===== src/rtl/exp3_unidade_controle_if.sv =====
// Command/status bundle between the experiment-3 control unit and its datapath.
// The control unit (master) issues counter/register commands and reads back
// the comparison result and the end-of-sequence flag from the datapath (slave).
interface exp3_unidade_controle_if;
    logic zeraC;               // synchronous address-counter clear
    logic contaC;              // address-counter enable
    logic zeraR;               // switch-register clear
    logic registraR;           // switch-register load
    logic chavesIgualMemoria;  // registered switches equal ROM data
    logic fimC;                // address counter at its last entry

    modport master (
        output zeraC,
        output contaC,
        output zeraR,
        output registraR,
        input  chavesIgualMemoria,
        input  fimC
    );

    modport slave (
        input  zeraC,
        input  contaC,
        input  zeraR,
        input  registraR,
        output chavesIgualMemoria,
        output fimC
    );
endinterface


===== src/rtl/exp3_unidade_controle.sv =====
// Moore control unit for the experiment-3 memory-check round.
// Starts a round, captures each new switch press, checks the datapath
// comparison and walks the 16-entry address counter. A round ends in a hit,
// an error or an inactivity timeout and then waits for a restart request.
module exp3_unidade_controle #(
    parameter int TIMEOUT_CICLOS = 5000
) (
    input  logic                      clock,
    input  logic                      reset_n,
    input  logic                      iniciar,
    input  logic [3:0]                chaves,
    exp3_unidade_controle_if.master   dp,
    output logic                      pronto,
    output logic                      acertou,
    output logic                      errou,
    output logic                      timeout,
    output logic [3:0]                db_estado
);

    localparam int TW = $clog2(TIMEOUT_CICLOS + 1);
    localparam logic [TW-1:0] TIMER_MAX = TW'(TIMEOUT_CICLOS - 1);

    typedef enum logic [3:0] {
        INICIAL     = 4'b0000,
        PREPARA     = 4'b0001,
        ESPERA      = 4'b0010,
        REGISTRA    = 4'b0011,
        COMPARA     = 4'b0100,
        PROXIMO     = 4'b0101,
        FIM_ACERTO  = 4'b1010,
        FIM_ERRO    = 4'b1110,
        FIM_TIMEOUT = 4'b1101
    } estado_t;

    // Output vector layout:
    // [7] zeraC [6] contaC [5] zeraR [4] registraR
    // [3] pronto [2] acertou [1] errou [0] timeout
    function automatic logic [7:0] decodifica_saidas(input estado_t e);
        logic [7:0] s;
        s = 8'b0000_0000;
        case (e)
            PREPARA:     s = 8'b1010_0000;
            REGISTRA:    s = 8'b0001_0000;
            PROXIMO:     s = 8'b0100_0000;
            FIM_ACERTO:  s = 8'b0000_1100;
            FIM_ERRO:    s = 8'b0000_1010;
            FIM_TIMEOUT: s = 8'b0000_1001;
            default:     s = 8'b0000_0000;
        endcase
        return s;
    endfunction

    estado_t       r_estado;
    estado_t       w_prox;
    logic [TW-1:0] r_timer;
    logic          r_prev;
    logic          w_jogada_raw;
    logic          w_jogada;
    logic [7:0]    r_saidas;

    assign w_jogada_raw = |chaves;
    // Only a rising edge of "any switch on" counts as a move, so a switch
    // already held when waiting begins is not taken as a new move.
    assign w_jogada     = w_jogada_raw & ~r_prev;

    // Track the previous switch activity every cycle, in every state.
    always_ff @(posedge clock or negedge reset_n) begin
        if (!reset_n) begin
            r_prev <= 1'b0;
        end else begin
            r_prev <= w_jogada_raw;
        end
    end

    // Inactivity timer: counts only while waiting for a move, zero elsewhere,
    // so entry from PREPARA or PROXIMO always starts it at zero.
    always_ff @(posedge clock or negedge reset_n) begin
        if (!reset_n) begin
            r_timer <= '0;
        end else if (r_estado == ESPERA) begin
            r_timer <= r_timer + TW'(1);
        end else begin
            r_timer <= '0;
        end
    end

    // State register; outputs are registered from the next state so they
    // line up with the state they belong to.
    always_ff @(posedge clock or negedge reset_n) begin
        if (!reset_n) begin
            r_estado <= INICIAL;
            r_saidas <= 8'b0000_0000;
        end else begin
            r_estado <= w_prox;
            r_saidas <= decodifica_saidas(w_prox);
        end
    end

    // Next-state logic of the round sequencer.
    always_comb begin
        w_prox = r_estado;
        case (r_estado)
            INICIAL: begin
                if (iniciar) begin
                    w_prox = PREPARA;
                end else begin
                    w_prox = INICIAL;
                end
            end
            PREPARA: begin
                w_prox = ESPERA;
            end
            ESPERA: begin
                // A move on the expiry cycle still counts as a move.
                if (w_jogada) begin
                    w_prox = REGISTRA;
                end else if (r_timer == TIMER_MAX) begin
                    w_prox = FIM_TIMEOUT;
                end else begin
                    w_prox = ESPERA;
                end
            end
            REGISTRA: begin
                w_prox = COMPARA;
            end
            COMPARA: begin
                if (!dp.chavesIgualMemoria) begin
                    w_prox = FIM_ERRO;
                end else if (dp.fimC) begin
                    w_prox = FIM_ACERTO;
                end else begin
                    w_prox = PROXIMO;
                end
            end
            PROXIMO: begin
                w_prox = ESPERA;
            end
            FIM_ACERTO, FIM_ERRO, FIM_TIMEOUT: begin
                if (iniciar) begin
                    w_prox = PREPARA;
                end else begin
                    w_prox = r_estado;
                end
            end
            default: begin
                w_prox = INICIAL;
            end
        endcase
    end

    assign dp.zeraC     = r_saidas[7];
    assign dp.contaC    = r_saidas[6];
    assign dp.zeraR     = r_saidas[5];
    assign dp.registraR = r_saidas[4];
    assign pronto       = r_saidas[3];
    assign acertou      = r_saidas[2];
    assign errou        = r_saidas[1];
    assign timeout      = r_saidas[0];
    assign db_estado    = r_estado;

endmodule


===== src/flat_wrapper.sv =====
// flat-port wrapper written by rule: the top's interface ports become plain ports
module exp3_unidade_controle_flat 
#(
    parameter int TIMEOUT_CICLOS = 5000
)
  (clock, reset_n, iniciar, chaves, pronto, acertou, errou, timeout, db_estado, dp_zeraC, dp_contaC, dp_zeraR, dp_registraR, dp_chavesIgualMemoria, dp_fimC);
  exp3_unidade_controle_if dp_i ();
  input  logic clock;
  input  logic reset_n;
  input  logic iniciar;
  input  logic [3:0] chaves;
  output logic pronto;
  output logic acertou;
  output logic errou;
  output logic timeout;
  output logic [3:0] db_estado;
  output wire logic [$bits(dp_i.zeraC)-1:0] dp_zeraC;
  output wire logic [$bits(dp_i.contaC)-1:0] dp_contaC;
  output wire logic [$bits(dp_i.zeraR)-1:0] dp_zeraR;
  output wire logic [$bits(dp_i.registraR)-1:0] dp_registraR;
  input wire logic [$bits(dp_i.chavesIgualMemoria)-1:0] dp_chavesIgualMemoria;
  input wire logic [$bits(dp_i.fimC)-1:0] dp_fimC;
  assign dp_zeraC = dp_i.zeraC;
  assign dp_contaC = dp_i.contaC;
  assign dp_zeraR = dp_i.zeraR;
  assign dp_registraR = dp_i.registraR;
  assign dp_i.chavesIgualMemoria = dp_chavesIgualMemoria;
  assign dp_i.fimC = dp_fimC;
  exp3_unidade_controle #(.TIMEOUT_CICLOS(TIMEOUT_CICLOS)) u_core (.clock(clock), .reset_n(reset_n), .iniciar(iniciar), .chaves(chaves), .dp(dp_i), .pronto(pronto), .acertou(acertou), .errou(errou), .timeout(timeout), .db_estado(db_estado));
endmodule

===== config.mk =====
export PLATFORM = sky130hd
export DESIGN_NAME = exp3_unidade_controle_flat
export DESIGN_NICKNAME = d
export VERILOG_FILES = /design/src/rtl/exp3_unidade_controle_if.sv /design/src/rtl/exp3_unidade_controle.sv /design/src/flat_wrapper.sv
export SDC_FILE = /design/constraint.sdc
export NUM_CORES = 1
export LEC_CHECK = 0
export ABC_AREA = 1
export CORE_UTILIZATION = 55
export CTS_CLUSTER_SIZE = 40
export DETAILED_ROUTE_END_ITERATION = 10
export PLACE_DENSITY_LB_ADDON = 0.05
export SETUP_SLACK_MARGIN = 0.3
export SLEW_MARGIN = 20
export SYNTH_ARGS = -nofsm -noshare
export SYNTH_HDL_FRONTEND = slang
export SYNTH_SLANG_ARGS = --single-unit

===== constraint.sdc =====
create_clock -name clock -period 2.7 [get_ports clock]
set_input_delay 0.27 -clock clock [delete_from_list [all_inputs] [get_ports clock]]
set_output_delay 0.27 -clock clock [all_outputs]
set_load 0.01 [all_outputs]

==> reports/qor.yml <==
placement:
  preCtsSetupSlack_ns: 1.08
  place_congestion: 0.815
  portBuffers: 20
  dp_hpwl_um: 2030
floorplanning:
  core_area_um2: 2250
  die_area_um2: 2620
  die_h_um: 51.2
  floorplan.io_pins: 21
  die_width_um: 51.2
  rows: 17
  initial_core_util_pct: 59.1
power:
  share_comb_of_total_power_pct: 42.7
  power.net_switching_w: 0.000460
  switching_share_pct: 40.1
  vdd.ir_drop.worst_mv: 0.469
  power_density_nw_per_um2: 730
  p_int_w: 0.000687
  clock_share_of_power_pct: 14.2
  p_total_w: 0.00115
  sequentialPowerShare_pct: 43.1
  cellLeakagePower_nw: 0.770
clock_network:
  tritoncts: "yes"
  postCtsSetupRepairBufs: 0
  htree_levels: 1
  clock_path_buffers: 2
  post_cts_resize_count: 0
  clock_sinks: 25
  numCtsBuffers: 3
  number_of_buffers_inserted_for_hold_repair_after_clock_tree_synthesis: 0
  worst_skew_pair.late_latency_ns: 0.32
  cts_root_buffer: "clkbuf_4"
  clk_transition_reported_paths_ns: 0.12
logic_synthesis:
  compound_gate_portion_of_the_synthesized_area_pct: 4.88
  synth_area_per_cell_um2: 8.03
  ys_seq_area_share_pct: 46.9
  synth_enable_flop_cells: 0
  yosysTopAreaCell: "dfrtp_1"
  synth_cells: 166
  largest_family_of_logic_cells_by_synthesized_area: "simple AND/OR/NAND/NOR gates"
  ys_types: 26
  synth.top_cell.area_share_pct: 46.9
  synth.cell_area_um2: 1330
  yosys_warnings: 0
  post_synth_and_or_nand_nor_area_fraction_pct: 36.6
  synthArstFlopShare_pct: 100
  yosys_reg_bits: 25
  muxShareOfSynthArea_pct: 0
  synthXorXnorAreaFrac_pct: 0.657
  synthAdderAreaFrac_pct: 0.939
  synth.top_cells.by_area: "dfrtp_1 47%, nand2_1 9.0%, nand3_1 7.5%"
  synth_fp_nets: 176
  ys.flop_type: "dfrtp_1"
timing:
  setup_viol_count_final: 0
  setup_total_negative_slack_ns: 0
  rsz0062_at_grt: "no"
  finClkSkew_ns: 0.00172
  setup_slack_ns: 0.917
  hold-worst-slack_ns: 0.316
  maxSlewViolCount: 0
  fin_crit_ns: 1.78
  slew_at_the_pin_closest_to_its_max_slew_limit_ns: 0.512
  achievable-frequency_ghz: 0.561
  relSlewSlack_pct: 65.7
  layout_worst_path_cycle_share_pct: 66.0
  hold_viol: 0
cells_and_area:
  most-common-layout-cells: "32 x nand2_1, 25 x dfrtp_1, 24 x nor2_1"
  num-nets-final: 199
  layout_commonest_cell: "nand2_1"
  num_antenna_cells: 0
  layout-area-overhead-vs-synth_pct: 17.9
  layout-drive-gt1-share_pct: 14.4
worst_setup_path:
  arrival_ns: 1.51
  critPathLaunchType: "flop"
  timing.critical_path.to_type: "output pin"
  critPathRequiredTime_ns: 2.43
  worstPathBufferInverterCount: 1
  critPathTopFamily: "buffers and inverters"
  timing.setup.critical_path_class: "flop to output pin"
  timing.critical_path.cells: "clkdlybuf4s50_1"
  largest_fanout_on_the_critical_path: 9
  timing.critical_path.slowest_cell_delay_ns: 0.61
  worst_path_max_delay_cell: "clkdlybuf4s50_1"
route:
  routed_wire_length_per_instance_um: 11.9
  vias_per_instance: 5.14
  postRouteAntennaNets: 0
  totalWireLength_um: 2560
  drt_pass1_iterations: 4
  drc_errors: 0
  via_count: 1111
  initialDrtViolationCount: 25
grt:
  antenna_found_initial: 0
  grt_util_all_layers_pct: 23.2
  globalRouteOverflowTotal: 0
  grt_pass1_wl_um: 4370
  grt_pass1_vias: 1107
  grt_start_max_net_pins: 26
flow_run:
  max_cap_viol_count: 0
worst_hold_path:
  min-delay-path-class: "input port to asynchronous set/reset pin"
status:
  status: "finished clean"
## metal layers
metal | GRT usage (%) | wire length (um)
met1 | 24.3 | 1000
met5 | 0 | 0
met3 | 3.57 | 96
met4 | 14.0 | 51
met2 | 43.2 | 1410
## power by group through the flow
| stage | Clock, W | Combinational (W) | Sequential, W |
|---|---|---|---|
| global placement | 0 | 0.000474 | 0.000494 |
| detailed placement | 0 | 0.000491 | 0.000501 |
| finish | 0.000163 | 0.000489 | 0.000494 |
| global route | 0.000185 | 0.000552 | 0.000503 |
| CTS | 0.000170 | 0.000494 | 0.000494 |
| floorplan | 0 | 0.000328 | 0.000504 |
## layout make-up
class	count	area, um2
Fill cell	181	683
Sequential cell	25	626
Multi-Input combinational cell	111	574
Timing Repair Buffer	21	208
Inverter	27	103
Tap cell	28	35.0
Clock buffer	4	26.3
## sequential cells by signal (all words and copies together), names as in the netlist
register / flops
u_core.r_timer: 13
u_core.r_saidas: 7
u_core.db_estado: 4
u_core.r_prev: 1
## path summary, 6_finish.rpt
kind                                      from            endpoint  slack, ns  cells past startpoint
setup / recovery           u_core.db_estado[3]        db_estado[3]       0.92                      1
hold / removal                         reset_n  u_core.r_saidas[6]       0.32                      2
setup reg to reg           u_core.db_estado[3]  u_core.r_saidas[1]       1.09                      5
hold reg to reg              u_core.r_timer[0]   u_core.r_timer[0]       0.48                      1
max in group asynchronous              reset_n       u_core.r_prev       2.15                      2
min in group clock           u_core.r_timer[0]   u_core.r_timer[0]       0.48                      1
## Yosys cell counts (2+ instances only)
cell type	number
nand2_1	32
dfrtp_1	25
nor2_1	24
inv_1	20
nand3_1	20
nand2_2	7
a21oi_1	6
inv_2	6
nor3_1	4
nor2_4	3
buf_6	2
nor2_2	2
o21ai_0	2
## through the flow
stage               utilization (%)  instances  cell area (um2)
floorplan                         -        166             1330
global placement               68.5        212             1550
detailed placement             68.5        212             1550
CTS                            69.7        216             1570
global route                   69.7        216             1570
finish                         69.7        216             1570
## kinds of logic (layout without fill, tap and decap cells)
logic type | Yosys count | count (layout)
simple gates | 98 | 98
buf+inv | 30 | 52
flops | 25 | 25
compound gates | 11 | 11
fa+ha+maj | 1 | 1
xor+xnor | 1 | 1
(Power assumes the default switching activity.)
